$ cat src/rtl/pdp_io_pkg.sv
// Shared PDP-11 I/O constants: register addresses, Apple II card offsets,
// status bit positions and the bus INIT GP code.
package pdp_io_pkg;

    localparam logic [21:0] PPS_ADDR  = 22'o17777554;
    localparam logic [21:0] PPB_ADDR  = 22'o17777556;

    localparam logic [3:0]  A2PPS_OFF = 4'h6;
    localparam logic [3:0]  A2PPB_OFF = 4'h7;

    localparam int          PPS_ERR   = 15;
    localparam int          PPS_RDY   = 7;
    localparam int          PPS_IE    = 6;

    localparam logic [7:0]  GP_INIT   = 8'o014;

    // Assemble the PPS status word from its three live bits
    function automatic logic [15:0] pps_word(input logic err, input logic rdy, input logic ie);
        logic [15:0] w;
        w          = 16'h0000;
        w[PPS_ERR] = err;
        w[PPS_RDY] = rdy;
        w[PPS_IE]  = ie;
        return w;
    endfunction

endpackage

$ cat src/rtl/byte_fifo.sv
// Small byte FIFO with flush; a pop on empty is ignored, and a push on full
// is accepted only when a pop frees a slot in the same cycle.
module byte_fifo #(
    parameter int DEPTH = 4,
    parameter int AW    = 2
) (
    input  logic          clk,
    input  logic          rst,
    input  logic          push,
    input  logic          pop,
    input  logic          flush,
    input  logic [7:0]    din,
    output logic [7:0]    dout,
    output logic [AW:0]   count,
    output logic          full,
    output logic          empty
);

    logic [7:0]    mem [DEPTH];
    logic [AW-1:0] wptr;
    logic [AW-1:0] rptr;
    logic          do_push;
    logic          do_pop;

    assign empty   = (count == '0);
    assign full    = (count == (AW+1)'(DEPTH));
    assign do_pop  = pop & ~empty;
    assign do_push = push & (~full | do_pop);
    assign dout    = empty ? 8'h00 : mem[rptr];

    // Storage array; contents are meaningless while the slot is not counted
    always_ff @(posedge clk) begin
        if (do_push && !flush)
            mem[wptr] <= din;
    end

    // Pointers and occupancy; flush beats any simultaneous push or pop
    always_ff @(posedge clk or posedge rst) begin
        if (rst) begin
            wptr  <= '0;
            rptr  <= '0;
            count <= '0;
        end else if (flush) begin
            wptr  <= '0;
            rptr  <= '0;
            count <= '0;
        end else begin
            if (do_push) wptr <= wptr + 1'b1;
            if (do_pop)  rptr <= rptr + 1'b1;
            count <= count + (AW+1)'(do_push) - (AW+1)'(do_pop);
        end
    end

endmodule

$ cat src/rtl/pc11_punch.sv
// PC11 paper-tape punch channel: DCJ11 writes PPB into a FIFO, the Apple II
// drains it through A2PPS/A2PPB. Owns PPS (ERROR, READY, INT ENB) and irq.
module pc11_punch
    import pdp_io_pkg::*;
#(
    parameter int DEPTH = 4,
    parameter int AW    = 2
) (
    input  logic        clk,
    input  logic        rst,
    input  logic        init,
    input  logic        cpu_wr,
    input  logic        cpu_rd,
    input  logic        cpu_sel,
    input  logic        cpu_byte,
    input  logic [15:0] cpu_wdata,
    output logic [15:0] cpu_rdata,
    input  logic        a2_wr,
    input  logic        a2_rd,
    input  logic [3:0]  a2_addr,
    input  logic [7:0]  a2_wdata,
    output logic [7:0]  a2_rdata,
    output logic        irq
);

    logic          ie;
    logic          err;
    logic          ready;
    logic          push;
    logic          pop;
    logic          flush;
    logic [7:0]    head;
    logic [AW:0]   count;
    logic          full;
    logic          empty;
    logic [4:0]    cnt5;
    logic [3:0]    cnt_sat;
    logic          a2_pps_wr;

    // Reads have no side effects on this side; only the low byte carries data
    wire unused = &{1'b0, cpu_rd, cpu_byte, cpu_wdata[15:8]};

    assign a2_pps_wr = a2_wr & (a2_addr == A2PPS_OFF);
    assign push      = cpu_wr & cpu_sel & ~init;
    assign pop       = a2_rd & (a2_addr == A2PPB_OFF) & ~init;
    assign flush     = init | (a2_pps_wr & a2_wdata[7]);
    assign ready     = ~full;

    byte_fifo #(.DEPTH(DEPTH), .AW(AW)) u_fifo (
        .clk   (clk),
        .rst   (rst),
        .push  (push),
        .pop   (pop),
        .flush (flush),
        .din   (cpu_wdata[7:0]),
        .dout  (head),
        .count (count),
        .full  (full),
        .empty (empty)
    );

    // Host-visible count saturates at 15 so it fits the nibble field
    assign cnt5    = 5'(count);
    assign cnt_sat = (cnt5 > 5'd15) ? 4'hF : cnt5[3:0];

    // CPU read mux: PPB reads back as zero
    assign cpu_rdata = cpu_sel ? 16'h0000 : pps_word(err, ready, ie);

    // Apple II read mux: unknown offsets read as zero
    always_comb begin
        a2_rdata = 8'h00;
        case (a2_addr)
            A2PPS_OFF: a2_rdata = {~empty, err, 2'b00, cnt_sat};
            A2PPB_OFF: a2_rdata = head;
            default:   a2_rdata = 8'h00;
        endcase
    end

    // Control bits; INIT overrides any simultaneous access from either side
    always_ff @(posedge clk or posedge rst) begin
        if (rst) begin
            ie  <= 1'b0;
            err <= 1'b0;
            irq <= 1'b0;
        end else if (init) begin
            ie  <= 1'b0;
            err <= 1'b0;
            irq <= 1'b0;
        end else begin
            if (cpu_wr && !cpu_sel) ie  <= cpu_wdata[PPS_IE];
            if (a2_pps_wr)          err <= a2_wdata[6];
            irq <= ie & (ready | err);
        end
    end

endmodule
$ cat config.mk
export PLATFORM = sky130hd
export DESIGN_NAME = pc11_punch
export DESIGN_NICKNAME = d
export VERILOG_FILES = /design/src/rtl/pdp_io_pkg.sv /design/src/rtl/byte_fifo.sv /design/src/rtl/pc11_punch.sv
export SDC_FILE = /design/constraint.sdc
export NUM_CORES = 1
export LEC_CHECK = 0
export ABC_AREA = 1
export ABC_CLOCK_PERIOD_IN_PS = 1750
export CAP_MARGIN = 20
export CORE_AREA = 2 2 103 55
export DETAILED_ROUTE_END_ITERATION = 10
export DIE_AREA = 0 0 105 57
export GPL_TIMING_DRIVEN = 0
export PLACE_DENSITY_LB_ADDON = 0.25
export SYNTH_ARGS = -nofsm -noshare
export SYNTH_HDL_FRONTEND = slang
export SYNTH_SLANG_ARGS = --single-unit
$ cat constraint.sdc
create_clock -name clk -period 1.75 [get_ports clk]
set_input_delay 0.2625 -clock clk [delete_from_list [all_inputs] [get_ports clk]]
set_output_delay 0.2625 -clock clk [all_outputs]
set_load 0.05 [all_outputs]
==> results of run 1 <==
==> state kept, by name, summed over array words and instances, names as in the netlist <==
signal / count
err: 1
ie: 1
irq: 1
u_fifo.count: 3
u_fifo.mem: 32
u_fifo.rptr: 2
u_fifo.wptr: 2
==> cell usage after synthesis (all sizes together) <==
| cell type | n | share of area |
|---|---|---|
| a21oi | 5 | 0.012 |
| buf | 17 | 0.063 |
| conb | 1 | 0.0018 |
| dfrtp | 10 | 0.12 |
| edfxtp | 32 | 0.46 |
| fa | 1 | 0.0096 |
| ha | 6 | 0.036 |
| inv | 29 | 0.054 |
| nand2 | 21 | 0.039 |
| nand3 | 9 | 0.029 |
| nand4 | 3 | 0.0090 |
| nor2 | 42 | 0.079 |
| nor3 | 1 | 0.0048 |
| nor3b | 1 | 0.0036 |
| o21ai | 26 | 0.063 |
| o22ai | 2 | 0.0060 |
| xnor2 | 1 | 0.0042 |
| xor2 | 1 | 0.0042 |
==> repair_timing <==
action / CTS / global route
cloned: 2 / 0
buffers inserted: 19 / 2
setup endpoints to repair: 45 / 44
resized for setup: 112 / 30
pin swaps: 11 / 10
==> worst reg2reg max path: stages, from the launching register on <==
cell and delay [ps]:
dfrtp_2 440, inv_2 100, nand3_4 90, nand3_4 100
inv_2 60, ha_4 210, inv_2 60, ha_4 120
inv_2 40, fa_2 510, nor2_1 40
==> per-stage QoR <==
stage,cell area [um^2],std cells,hold WS [ps],power [mW],setup TNS (ps)
2_1_floorplan,2140,220,103,1.30,-548
3_3_place_gp,2550,325,486,1.38,-27690
3_5_place_dp,2550,325,491,1.39,-27660
4_1_cts,2930,354,275,2.05,-353
5_1_grt,3000,356,300,2.14,-1420
6_report,3000,356,264,2.06,-457
==> placed cells by master (no fill, tap or decap), drive strengths merged <==
cell           instances
dlygate4sd2            6
o21ai                 26
clkbuf                 8
edfxtp                32
xnor2                  1
nor3                   1
nand3                  9
a21oi                  5
dfrtp                 10
xor2                   1
ha                     6
o22ai                  2
buf                   48
inv                   30
nand4                  3
nor2                  42
nand2                 21
conb                  13
nor3b                  1
clkinv                 1
clkdlybuf4s50         16
fa                     1
==> cells by family after synthesis <==
group / Yosys count / share of synthesized area
compound gates: 33 / 0.0806
xor+xnor: 2 / 0.00842
fa+ha+maj: 7 / 0.0457
buf+inv: 46 / 0.117
flops: 42 / 0.582
other cells: 1 / 0.00180
simple gates: 77 / 0.165
==> area by class of cell <==
| class | instances | share of cell area |
|---|---|---|
| timing repair inverter | 1 | 0.00209 |
| clock inverter | 1 | 0.00167 |
| sequential | 42 | 0.405 |
| multi-input combinational | 132 | 0.278 |
| clock buffer | 7 | 0.0288 |
| inverter | 29 | 0.0380 |
| buffer | 17 | 0.0488 |
| tap | 73 | 0.0305 |
| timing repair buffer | 54 | 0.168 |
==> routing by layer <==
| metal | routed length, um | share of wire | global-route usage |
|---|---|---|---|
| met1 | 2500 | 0.51 | 0.279 |
| met2 | 1970 | 0.40 | 0.225 |
| met3 | 387 | 0.079 | 0.0423 |
| met4 | 34 | 0.0070 | 0.0457 |
| met5 | 0 | 0 | 0 |
==> worst max path at each step <==
stage	start	to	slack, ps	depth (start not counted)
after floorplan	a2_addr[1]	a2_rdata[0]	-120	4
after global placement	a2_addr[0]	a2_rdata[2]	-830	8
after detailed placement	a2_addr[0]	a2_rdata[0]	-820	8
after CTS	u_fifo.count[2]$_DFF_PP0_	cpu_rdata[7]	-80	6
after global routing	u_fifo.count[2]$_DFF_PP0_	u_fifo.count[1]$_DFF_PP0_	-180	10
final	u_fifo.count[1]$_DFF_PP0_	u_fifo.count[1]$_DFF_PP0_	-120	10
==> where the power goes <==
group          internal (mW)  switching [mW]
Sequential              1.09          0.0104
Combinational          0.126           0.198
Clock                  0.318           0.312
==> impl_metrics.toml, run 1 <==
[run_status]
status = "complete, but fails checks"
violations = "negative setup slack"

[critical_path]
crit_type = "register to register"
path_cells = "inv_2 -> nand3_4 -> nand3_4 -> inv_2 -> ha_4 -> inv_2 -> ha_4 -> inv_2 -> fa_2 -> nor2_1"
cp-start-kind = "register"
crit_buf_inv = 4
worstPathRequired_ps = 1920
slowest_delay_ps = 510
ff2ff_setup_slack_ps = -120
cp_top_family = "adder cells"
reg2reg_depth = 10
cp_max_fo = 3
rr_endpoint = "u_fifo.count[1]$_DFF_PP0_"
end_kind = "register"
crit_arrival_ps = 2050
cpMaxStageDelayCell = "fa_2"
crit_top_cell = "inv_2"
r2r-start = "u_fifo.count[1]$_DFF_PP0_"

[sta]
min_period_over_period = 1.07
setup_viol = 7
final_hold_viol_count = 0
rsz0062_at_grt = "true"
drv_slew = 0
finClkSkew_ps = 3.34
worst_slack_ps = -122
min_period_ps = 1870
clock.fmax_mhz = 534

[power]
p_leak_nw = 1.26
ir_drop_mv = 0.303
powerDensity_nw_per_um2 = 686

[drt]
vias = 1594
first_iter_violations = 77
drc_errors = 0
wl_mm = 4.88
drt_first_pass_iters = 4
postRouteAntennaNets = 0
post_drt_wl_per_cell_um = 13.7
avgViaCountPerCell = 4.48

[global_routing]
grt_usage = 0.172
grt_pass1_vias = 1487
antenna_found_initial = 0
grt_max_degree = 13
grt-ovfl-total = 0
grt_pass1_wl_mm = 7.68

[run]
max_cap_violations = 0

[place]
place.port_buffers = 32
gp_congestion = 0.754
dpl.hpwl_mm = 3.39
dp_slack_ps = -821

[worst_hold_path]
hold_path_class = "input port to asynchronous set/reset pin"

[clocking]
worstSkewPairLatency_ps = 290
h-tree-depth = 2
clockBufferDepth = 2
cts_root_buf = "clkbuf_8"
clkTransAtPathRegs_ps = 70
cts_tree = "built"
cts_hold_buf = 0
cts_made_buffers = 5
cts_sinks = 42

[floorplan]
boundaryPins = 62
start_util = 0.401
rows = 19
die_w_um = 105
fp.dieH_um = 57
dieArea_um2 = 5990
core_um2 = 5180

[synthesis]
yosys_warnings = 0
synth_cells = 208
synth_area_um2 = 2080
yosysSeqAreaShare = 0.582
avgSynthCellArea_um2 = 10.0
synth.distinct_cells = 25
synth_seq_cells = 42

[finish]
area_growth_pct = 44.1
fillers = 450
antenna_cells = 0
final_net_count = 326
multi_input_area_um2 = 833
drive_gt1_frac = 0.364
final_core_util = 0.579
ff_latch_area_um2 = 1210
(Power assumes the default switching activity.)
==> run 2, diff against run 1 <==
SLEW_MARGIN = 30   (was default)
==> results of run 2 <==
The final DEF is identical to that of run 1; final timing and power are the same.
